File: config.mk
export PLATFORM = sky130hd
export DESIGN_NAME = div_rem_unit
export DESIGN_NICKNAME = d
export VERILOG_FILES = /design/src/rtl/div_rem_unit_pkg.sv /design/src/rtl/div_rem_unit_step.sv /design/src/rtl/div_rem_unit.sv
export SDC_FILE = /design/constraint.sdc
export NUM_CORES = 1
export LEC_CHECK = 0
export ABC_CLOCK_PERIOD_IN_PS = 5300
export CAP_MARGIN = 30
export CORE_MARGIN = 2
export CORE_UTILIZATION = 43
export DETAILED_ROUTE_END_ITERATION = 10
export GPL_ROUTABILITY_DRIVEN = 1
export PLACE_DENSITY_LB_ADDON = 0.25
export SLEW_MARGIN = 10
export SYNTH_ARGS = -nofsm -noshare
export SYNTH_HDL_FRONTEND = slang
export SYNTH_SLANG_ARGS = --single-unit
File: constraint.sdc
create_clock -name i_clk -period 5.3 [get_ports i_clk]
set_clock_uncertainty 0.1 [all_clocks]
set_input_delay 1.59 -clock i_clk [delete_from_list [all_inputs] [get_ports i_clk]]
set_output_delay 1.59 -clock i_clk [all_outputs]
set_load 0.005 [all_outputs]
File: src/rtl/div_rem_unit_pkg.sv
// Shared CPU definitions: div/rem instruction indices and FSM encoding.
// Also used by the control unit.
package div_rem_unit_pkg;

  localparam logic [31:0] INSTR_DIV  = 32'd14;
  localparam logic [31:0] INSTR_DIVU = 32'd15;
  localparam logic [31:0] INSTR_REM  = 32'd16;
  localparam logic [31:0] INSTR_REMU = 32'd17;

  typedef enum logic [1:0] {
    ST_IDLE,
    ST_BUSY,
    ST_DONE
  } div_state_t;

  function automatic logic [31:0] abs32(
    input logic [31:0] v
  );
    return v[31] ? (~v + 32'd1) : v;
  endfunction

endpackage

File: src/rtl/div_rem_unit_step.sv
// One restoring shift-subtract iteration on a 33-bit partial remainder.
// Purely combinational.
module div_rem_step (
  input  logic [32:0] rem,
  input  logic [31:0] quo,
  input  logic [31:0] dsr,
  output logic [32:0] rem_next,
  output logic [31:0] quo_next
);

  logic [33:0] shifted;
  logic [33:0] diff;

  always_comb begin
    shifted = {rem, quo[31]};
    diff    = shifted - {2'b00, dsr};
    if (diff[33]) begin
      rem_next = shifted[32:0];
      quo_next = {quo[30:0], 1'b0};
    end else begin
      rem_next = diff[32:0];
      quo_next = {quo[30:0], 1'b1};
    end
  end

endmodule

File: src/rtl/div_rem_unit.sv
// Iterative 32-bit DIV/DIVU/REM/REMU unit, one quotient bit per cycle.
// Divide-by-zero and signed overflow complete in a single cycle.
module div_rem_unit
  import div_rem_unit_pkg::*;
(
  input  logic        i_clk,
  input  logic        i_reset,
  input  logic        i_start,
  input  logic [31:0] i_instruction,
  input  logic [31:0] i_rs1,
  input  logic [31:0] i_rs2,
  output logic [31:0] o_result,
  output logic        o_div_rem_finnished,
  output logic        o_busy
);

  div_state_t  state;
  div_state_t  state_next;
  logic [4:0]  count;
  logic        is_rem;
  logic        neg_q;
  logic        neg_r;
  logic [31:0] quo;
  logic [31:0] dsr;
  logic [32:0] rem;
  logic [32:0] rem_step;
  logic [31:0] quo_step;
  logic        valid_op;
  logic        op_signed;
  logic        op_rem;
  logic        div_zero;
  logic        ovf;
  logic        load;
  logic        special;
  logic        last;
  logic [31:0] special_res;
  logic [31:0] final_res;

  div_rem_step u_step (
    .rem      (rem),
    .quo      (quo),
    .dsr      (dsr),
    .rem_next (rem_step),
    .quo_next (quo_step)
  );

  always_comb begin
    valid_op  = (i_instruction >= INSTR_DIV)
             && (i_instruction <= INSTR_REMU);
    op_signed = (i_instruction == INSTR_DIV)
             || (i_instruction == INSTR_REM);
    op_rem    = (i_instruction == INSTR_REM)
             || (i_instruction == INSTR_REMU);
    div_zero  = (i_rs2 == 32'd0);
    ovf       = op_signed
             && (i_rs1 == 32'h8000_0000)
             && (i_rs2 == 32'hFFFF_FFFF);
    if (div_zero)
      special_res = op_rem ? i_rs1 : 32'hFFFF_FFFF;
    else
      special_res = op_rem ? 32'd0 : 32'h8000_0000;
    if (is_rem)
      final_res = neg_r ? (~rem_step[31:0] + 32'd1)
                        : rem_step[31:0];
    else
      final_res = neg_q ? (~quo_step + 32'd1) : quo_step;
  end

  always_ff @(posedge i_clk) begin
    if (i_reset) state <= ST_IDLE;
    else         state <= state_next;
  end

  always_comb begin
    state_next = state;
    load       = 1'b0;
    special    = 1'b0;
    last       = 1'b0;
    unique case (state)
      ST_IDLE: begin
        if (i_start && valid_op) begin
          load = 1'b1;
          if (div_zero || ovf) begin
            special    = 1'b1;
            state_next = ST_DONE;
          end else begin
            state_next = ST_BUSY;
          end
        end
      end
      // dropping start mid-divide means the control unit took a trap
      ST_BUSY: begin
        if (!i_start) begin
          state_next = ST_IDLE;
        end else if (count == 5'd31) begin
          last       = 1'b1;
          state_next = ST_DONE;
        end
      end
      ST_DONE: state_next = ST_IDLE;
      default: state_next = ST_IDLE;
    endcase
  end

  always_ff @(posedge i_clk) begin
    if (i_reset) begin
      count               <= 5'd0;
      is_rem              <= 1'b0;
      neg_q               <= 1'b0;
      neg_r               <= 1'b0;
      quo                 <= 32'd0;
      dsr                 <= 32'd0;
      rem                 <= 33'd0;
      o_result            <= 32'd0;
      o_div_rem_finnished <= 1'b0;
    end else begin
      o_div_rem_finnished <= (state_next == ST_DONE);
      if (load) begin
        count  <= 5'd0;
        is_rem <= op_rem;
        neg_q  <= op_signed && (i_rs1[31] ^ i_rs2[31]);
        neg_r  <= op_signed && i_rs1[31];
        quo    <= op_signed ? abs32(i_rs1) : i_rs1;
        dsr    <= op_signed ? abs32(i_rs2) : i_rs2;
        rem    <= 33'd0;
      end
      if (special)
        o_result <= special_res;
      if (state == ST_BUSY) begin
        quo   <= quo_step;
        rem   <= rem_step;
        count <= count + 5'd1;
      end
      if (last)
        o_result <= final_res;
    end
  end

  assign o_busy = (state == ST_BUSY);

endmodule

After elaboration in Yosys (flattened, before gate mapping)
Cells that the tools add are included.
{"block": "word_totals", "in_bits": 99, "wordCells": 77, "ff_bits": 140, "output_inout_bits": 34}
{"block": "op_classes", "magnitude_cmp": 2, "addsub": 6, "n_eq_ne": 8, "mux": 33, "n_bitwise": 5, "n_reduce_logical": 13}
{"operator": "$mux W32", "count": 14}
{"operator": "$add A32 B1 Y32 const B", "count": 4}
{"operator": "$not A32 Y32", "count": 4}
{"operator": "$mux W33", "count": 3}
{"operator": "$eq A32 B32 Y1 const B", "count": 2}
{"operator": "$eq A32 B5 Y1 const B", "count": 2}
{"operator": "$sub A34 B32 Y34", "count": 1}
{"operator": "$eq A32 B4 Y1 const B", "count": 1}
{"operator": "$ge A32 B4 Y1 const B", "count": 1}
{"operator": "$le A32 B5 Y1 const B", "count": 1}
{"operator": "$logic_not A32 Y1", "count": 1}
{"operator": "$mux W5", "count": 2}
{"operator": "$mux W1", "count": 9}
{"operator": "$mux W2", "count": 4}
{"operator": "$logic_and A1 B1 Y1", "count": 6}
{"operator": "$add A5 B1 Y5 const B", "count": 1}
{"operator": "$eq A5 B5 Y1 const B", "count": 1}
{"operator": "$pmux W2 S2", "count": 1}
{"operator": "$reduce_bool A2 Y1", "count": 2}
{"operator": "$logic_or A1 B1 Y1", "count": 3}
{"operator": "$eq A2 B1 Y1 const B", "count": 1}
{"operator": "$eq A2 B2 Y1 const B", "count": 1}
{"operator": "$logic_not A2 Y1", "count": 1}
{"operator": "$xor A1 B1 Y1", "count": 1}

Longest topological paths before layout
Gate-level depths: netlist (run 1).
{"block": "logic_depth", "depth_word": 10, "depth_mapped": 24, "depth_no_buf": 21}

By module
From an unflattened synthesis (run 1), not the netlist that was laid out.
{"block": "unflattened", "cells_unflattened": 1510, "area_unflattened_um2": 11577.4}
{"mod": "div_rem_unit", "n_inst": 1, "seq_area_each_um2": 2802.7, "area_per_inst_um2": 9131.3, "cells_per_inst": 1173}
{"mod": "div_rem_step", "n_inst": 1, "seq_area_each_um2": 0.0, "area_per_inst_um2": 2446.1, "cells_per_inst": 337}

Worst setup path after synthesis (run 1)
Ideal clock, no wire load.
{"block": "synth_timing", "kind": "register to register", "from": "register dsr[24]", "to": "register o_result[22]", "path_slack_ns": 0.079, "t_required_ns": 5.126, "arrival_time_ns": 5.047, "path_stages_with_launch": 25, "path_buffers": 3, "path_cell_list": "dfxtp_1 inv_1 ha_1 and2_1 clkbuf_1 a221o_1 a41oi_2 or3b_1 mux2i_4 nor2_2 inv_2 buf_2 buf_2 ha_1 nand2b_1 or2_2 or4_1 or2_2 nor2_1 nand2_1 o41ai_1 xnor2_1 o21ai_1 a31o_1 a31oi_1"}
{"block": "synth_between", "elab_chain_len": 7, "word_cells_on_any_way": 11}
{"item": "start: declaration", "line_no": "div_rem_unit.sv:24", "rtl": "logic [31:0] dsr;"}
{"item": "start signal: assignment", "line_no": "div_rem_unit.sv:124", "rtl": "dsr <= op_signed ? abs32(i_rs2) : i_rs2;"}
{"item": "$sub A34 B32 Y34 *", "line_no": "div_rem_unit_step.sv:16", "rtl": "diff = shifted - {2'b00, dsr};"}
{"item": "$mux W1 / $mux W33 (equally long branches)", "line_no": "div_rem_unit_step.sv:17", "rtl": "if (diff[33]) begin"}
{"item": "$not A32 Y32 (on tied branches)", "line_no": "div_rem_unit.sv:66, div_rem_unit.sv:63"}
{"item": "$add A32 B1 Y32 (on tied branches)", "line_no": "div_rem_unit.sv:66, div_rem_unit.sv:63"}
{"item": "$mux W32 (on tied branches)", "line_no": "div_rem_unit.sv:66, div_rem_unit.sv:63"}
{"item": "$mux W32 *", "line_no": "div_rem_unit.sv:62", "rtl": "if (is_rem)"}
{"item": "$mux W32 *", "line_no": "div_rem_unit.sv:134", "rtl": "if (last)"}
{"item": "end signal: assignment", "line_no": "div_rem_unit.sv:128", "rtl": "o_result <= special_res;"}
{"item": "end signal: assignment", "line_no": "div_rem_unit.sv:135", "rtl": "o_result <= final_res;"}
{"item": "end: declaration", "line_no": "div_rem_unit.sv:12", "rtl": "output logic [31:0] o_result,"}
Mark *: on every way between the ends. The rest lies on a longest branch, timed or not.
A chain may end at the register's enable or synchronous reset.

Worst setup path in the final report (run 1)
{"block": "layout_timing", "from": "register rem[5]", "to": "register o_result[28]"}
{"block": "layout_between", "elab_chain_len": 7, "word_cells_on_any_way": 11}
{"item": "start: declaration", "line_no": "div_rem_unit.sv:25", "rtl": "logic [32:0] rem;"}
{"item": "start signal: assignment", "line_no": "div_rem_unit.sv:131", "rtl": "rem <= rem_step;"}
{"item": "$sub A34 B32 Y34", "line_no": "div_rem_unit_step.sv:16"}
{"item": "$mux W1 / $mux W33 (equally long branches)", "line_no": "div_rem_unit_step.sv:17"}
{"item": "$not A32 Y32 (on tied branches)", "line_no": "div_rem_unit.sv:66, div_rem_unit.sv:63"}
{"item": "$add A32 B1 Y32 (on tied branches)", "line_no": "div_rem_unit.sv:66, div_rem_unit.sv:63"}
{"item": "$mux W32 (on tied branches)", "line_no": "div_rem_unit.sv:66, div_rem_unit.sv:63"}
{"item": "$mux W32 *", "line_no": "div_rem_unit.sv:62"}
{"item": "$mux W32 *", "line_no": "div_rem_unit.sv:134"}
Marked as above.

==> qor.txt, run 1 <==
Clk pin slew, worst setup/hold paths = 0.07 ns
Post-Syn Area = 11780 sq um
Top FF cell, synth = dfxtp_1
CTS tree = yes
Cells after Synth = 1613
Die X = 169.5 um
post-layout min period = 5.120 ns
total gr overflow = 0
initial antenna violation count = 0
WP data required = 5.59 ns
Final WS setup = 0.1803 ns
Starting Density = 43.70%
DR vias/cell = 6.345
Pleak = 5.266 nW
DP Worst Slack = -0.09620 ns
HPWL Detailed = 32230 um
Die Y = 169.5 um
Critical Path AT = 5.41 ns
Max VDD drop = 0.1465 mV
number of synthesized flops with an enable pin = 0
fin nets = 1885
DR vias = 13320
Buffers on Ports = 132
kind of critical path = reg2reg
first-pass GRT wire length = 66810 um
commonest non-fill, non-tap cell in the layout = nor2_1
FILL cells = 2570
Crit. End Element = flip-flop
Post-Route WL = 43120 um
worst-skew pair later-pin latency = 0.44 ns
Reg2Reg Depth = 21
layout cell share with drive strength beyond 1 = 10.23%
post-route ant nets = 0
GP Congestion = 0.9676
synth warn = 0
Avg Cell Area, Syn = 7.302 sq um
WL per Instance = 20.54 um
maximum buffer depth of the clock tree = 2
drt pass-1 iters = 6
final setup fails = 0
DRC = 0
vias in the first global route = 12120
outcome = finished, final reports clean
register bit total from synthesis = 140
reg2reg setup slack = 0.18 ns
# IOs = 133
unrepaired setup endpoints after global routing = false
CP Capture Point = o_result[28]
crit share post-route = 96.60%
Worst Hold Class = reg2reg
Global Route Usage Sum = 29.50%
worst r2r dst = o_result[28]
Slew Limit Fails = 0
ys async rst share = 0%
maxcap violations = 0
register area share after synthesis = 23.80%
syn_nets = 1752
Reg2Reg Launch Point = rem[5]
P&R area growth vs syn = 22.30%
Distinct cells, synth = 97
number of buffers created by CTS = 17
Max H-tree Level = 4
Core ar. = 26950 sq um
area of the die = 28730 sq um
initial DRC count = 1572
Max Clk Rate = 0.1953 GHz
most frequent cells in the layout = 207 x nor2_1, 148 x nand2_1, 140 x dfxtp_1
pin count of the biggest net entering global routing = 80
CTS Root Cell = clkbuf_16
CP max FO = 4
Setup crit start kind = flip-flop
hold slack = 0.3554 ns
Final Hold Vio Count = 0
Setup crit start = rem[5]
hold_buf cts = 0
PD cells = 172.8 nW/um^2
Site Rows = 60
diode count = 0
CTS sink count = 140
Slew Limit Headroom = 40.78%
Worst-Margin Slew = 0.8883 ns
## registers in the layout (all words and copies together), names as in the netlist
name,cells
rem,33
dsr,32
o_result,32
quo,32
count,5
state,2
is_rem,1
neg_q,1
neg_r,1
o_div_rem_finnished,1
## cell families after synthesis
kind of cell               after synthesis  share of synthesized area, %
buffers and inverters                  158                         5.715
AOI/OAI and AO/OA                      514                         29.34
xor gates and xnor gates               128                         9.519
and+or+nand+nor                        601                         24.42
muxes                                   32                         2.890
DFF                                    140                         23.80
adders and majority gates               40                         4.313
## repair_timing
| action | CTS | global route |
|---|---|---|
| gates resized for setup | 0 | 14 |
| endpoints found under the setup margin | 0 | 4 |
| buffers inserted | 0 | 1 |
## per-stage QoR
stage	area, sq um	setup TNS [ns]	util, %	power, mW	std cells
after CTS	14330	0	53.16	2.484	2099
final	14400	0	53.44	2.489	2100
after global routing	14400	0	53.44	2.547	2100
after global placement	13730	0	50.93	1.239	2067
after floorplan	11780	0	-	1.120	1613
after detailed placement	13730	-0.5104	50.93	1.240	2067
## synth_stat cells (10+ instances only)
library cell	n	area [sq um]
o21a_1	15	112.6
clkbuf_1	69	259.0
or3_1	15	93.84
nand4_1	20	125.1
a21oi_1	123	615.6
a221oi_1	10	87.58
o211ai_1	17	127.6
nand3_1	41	205.2
xor2_1	68	595.6
a22oi_1	30	225.2
buf_2	18	90.09
o21ai_0	102	510.5
nand2b_1	16	100.1
a21o_1	11	82.58
nor2_1	209	784.5
a31oi_1	38	237.7
inv_1	47	176.4
nor3_1	44	220.2
dfxtp_1	140	2803
nor4_1	29	181.4
nand2_1	148	555.5
a211oi_1	42	315.3
o41ai_1	14	122.6
buf_1	11	41.29
and3_1	16	100.1
mux2i_1	25	250.2
ha_1	39	488.0
xnor2_1	60	525.5
o31ai_1	36	270.3
## per-layer routing
layer,global-route usage (%),routed length [um],up-vias
met5,0,0,-
met4,9.996,1337,0
met3,4.594,3673,92
met2,46.30,19350,702
met1,41.23,18760,6316
li1,-,-,6214
## critical path, stage by stage, from the launching register on
cell and delay [ns]:
dfxtp_1 0.44, ha_1 0.29, a21oi_1 0.27, o21ai_1 0.15, a22oi_1 0.30, a31o_2 0.31, mux2i_4 0.29, nor2_4 0.07
inv_2 0.09, ha_1 0.17, nand2b_1 0.07, or2_2 0.29, or4_1 0.47, or2_2 0.33, nor2_2 0.15, nand2_1 0.12
buf_4 0.16, o31ai_2 0.27, xnor2_1 0.17, nor2_1 0.07, a211oi_2 0.27, o221a_2 0.22
## final cells by class
| type | count | area [sq um] | share of cell area, % |
|---|---|---|---|
| Clock buffer | 20 | 436.7 | 3.032 |
| Clock inverter | 12 | 165.2 | 1.147 |
| Inverter | 49 | 183.9 | 1.277 |
| Multi-Input combinational cell | 1315 | 8387 | 58.23 |
| Sequential cell | 140 | 2803 | 19.46 |
| Tap cell | 341 | 426.7 | 2.962 |
| Timing Repair Buffer | 223 | 2002 | 13.90 |
## report_power, final
| group | switching (mW) | internal (mW) | leakage [nW] |
|---|---|---|---|
| logic | 0.0798 | 0.0876 | 3.85 |
| registers | 0.000000000438 | 1.05 | 1.13 |
| clock network | 0.522 | 0.747 | 0.287 |
## how the worst min path moves through the flow
stage / start / cells after the start / slack, ns / to
after floorplan: dsr[31] / 2 / 0.33 / dsr[31]
after global placement: dsr[31] / 2 / 0.34 / dsr[31]
after detailed placement: dsr[31] / 2 / 0.35 / dsr[31]
after CTS: neg_q / 2 / 0.36 / neg_q
after global routing: neg_q / 2 / 0.38 / neg_q
final: dsr[31] / 2 / 0.36 / dsr[31]
Power figures use the tool's default switching activity.
==> run 2: changes to the inputs <==
- CTS_CLUSTER_SIZE: unset -> 12
- SKIP_LAST_GASP: unset -> 1
==> results of run 2 <==
No change in the layout: final DEF, timing and power equal those of run 1.
==> edit (flow settings as in run 1) <==
Re-encode `div_state_t` (3 states) as one-hot, 3 bits wide.
--- a/src/rtl/div_rem_unit_pkg.sv
+++ b/src/rtl/div_rem_unit_pkg.sv
@@ -8,8 +8,8 @@
   localparam logic [31:0] INSTR_REMU = 32'd17;
 
-  typedef enum logic [1:0] {
-    ST_IDLE,
-    ST_BUSY,
-    ST_DONE
+  typedef enum logic [2:0] {
+    ST_IDLE = 3'b001,
+    ST_BUSY = 3'b010,
+    ST_DONE = 3'b100
   } div_state_t;
 
Formal check against the unedited RTL: no difference found for any inputs over 10 cycles, from zero or initial values and one cycle with i_reset high; not proved beyond that.
==> edit against run 1 <==
Power rose by 1.2%. Worst setup slack improved by 0.16 ns. Fmax rose by 3.2%. Area after synthesis fell by 3.2%. Non-clock buffer count fell by 34. Wire length fell by 9.3%. Sequential cell count rose by 1. Final area fell by 3.8%. Critical path type unchanged. Largest power group unchanged.
==> edit: results (changes against run 1) <==
* Status: completed
* Worst Path Arrival at 5.22 ns (-0.19 ns)
* Wire length on met3 at 3162 um (-14%)
* Placed inst area at 0.01320 mm2 (-3.8%)
* Total Wirelength at 39130 um (-9.3%)
* Syn Area/Cell at 7.143 um2 (-2.2%)
* Met3 Usage GRT at 0.03921 (-0.006731)
* Largest net degree at the start of global routing at 79 (-1.3%)
* Die W at 166.8 um (-1.6%)
* Peak VDD IR at 0.0002110 V (+44%)
* Leakage power at 0.005046 uW (-4.2%)
* Synth unique cells at 78 (-20%)
* Setup ws final at 0.3383 ns (+0.1580 ns)
* Dpl cells at 2018 (-2.4%)
* Detailed Place HPWL at 29430 um (-8.7%)
* Vias per cell at 6.088 (-4.0%)
* Synth top cells by count: 224 x nand2_1, 161 x a21oi_1, 155 x nor2_1
* Largest cells by area after synthesis: dfxtp_1 25%, nand2_1 7.4%, a21oi_1 7.1%, xnor2_1 6.2%, nor2_1 5.1%
* Vias in the first global route at 11280 (-6.9%)
* Final cell count without fillers at 2051 (-2.3%)
* R2r setup slk at 0.34 ns (+0.16 ns)
* Crit Path Max Fanout at 5 (+1)
* Reg-to-reg startpoint: dsr[12]$_SDFFE_PP0P_
* Layout Nets at 1842 (-2.3%)
* Worst-Margin Slew at 0.9769 ns (+0.08851 ns)
* Met2 Use GR at 0.4368 (-0.02625)
* Hold EP: dsr[26]$_SDFFE_PP0P_
* Drt first pass iters at 5 (-1)
* Met2 wire length at 17890 um (-7.5%)
[edit: cell type report]
cell class                 instances  share of cell area
clock buffer                      18             0.03097
clock inverter                    14             0.01318
timing repair buffer             189              0.1302
multi-input combinational       1299              0.5768
sequential                       141              0.2037
tap                              335             0.03025
inverter                          55             0.01490
[edit: logic make-up (layout without fill, tap and decap cells)]
logic type,after synthesis,after routing,share of synthesized area
AO/OA/AOI/OAI,483,483,0.2727
XOR/XNOR,136,136,0.1045
adder cells (fa/ha/maj),40,40,0.04456
buffers and inverters,156,276,0.05432
flip-flops,141,141,0.2476
multiplexers,22,22,0.01964
AND/OR/NAND/NOR,618,618,0.2567
[edit: critical path, stage by stage (launching register included)]
cell and delay [ns]:
dfxtp_1 0.34, inv_1 0.07, ha_1 0.36, a21oi_1 0.30, o211ai_1 0.21, a221oi_4 0.43
a211o_1 0.18, o211a_2 0.30, inv_2 0.10, nand2_1 0.07, o21ai_0 0.11, inv_1 0.08
ha_1 0.18, inv_1 0.07, nor4_1 0.29, buf_4 0.18, nand4_1 0.14, nor4b_2 0.33
buf_4 0.16, o211ai_1 0.15, o21ai_0 0.24, xnor2_1 0.22, a21oi_1 0.12, nor3_1 0.17
[edit: repair_timing]
item,4_1_cts,5_1_grt
buffers inserted,0,0
gates resized for setup,0,5
setup endpoints to repair,0,3
[edit: stage by stage]
stage	hold slack [ns]	power [uW]
6_report	0.3504	2518
5_1_grt	0.3679	2575
4_1_cts	0.3518	2522
3_5_place_dp	0.3450	1251
3_3_place_gp	0.3399	1250
2_1_floorplan	0.3319	1129
[edit: power by group]
group / switching, uW / internal (uW)
clock: 539 / 750
combinational: 79.1 / 90.1
sequential: 0.00000141 / 1060
total: 619 / 1900
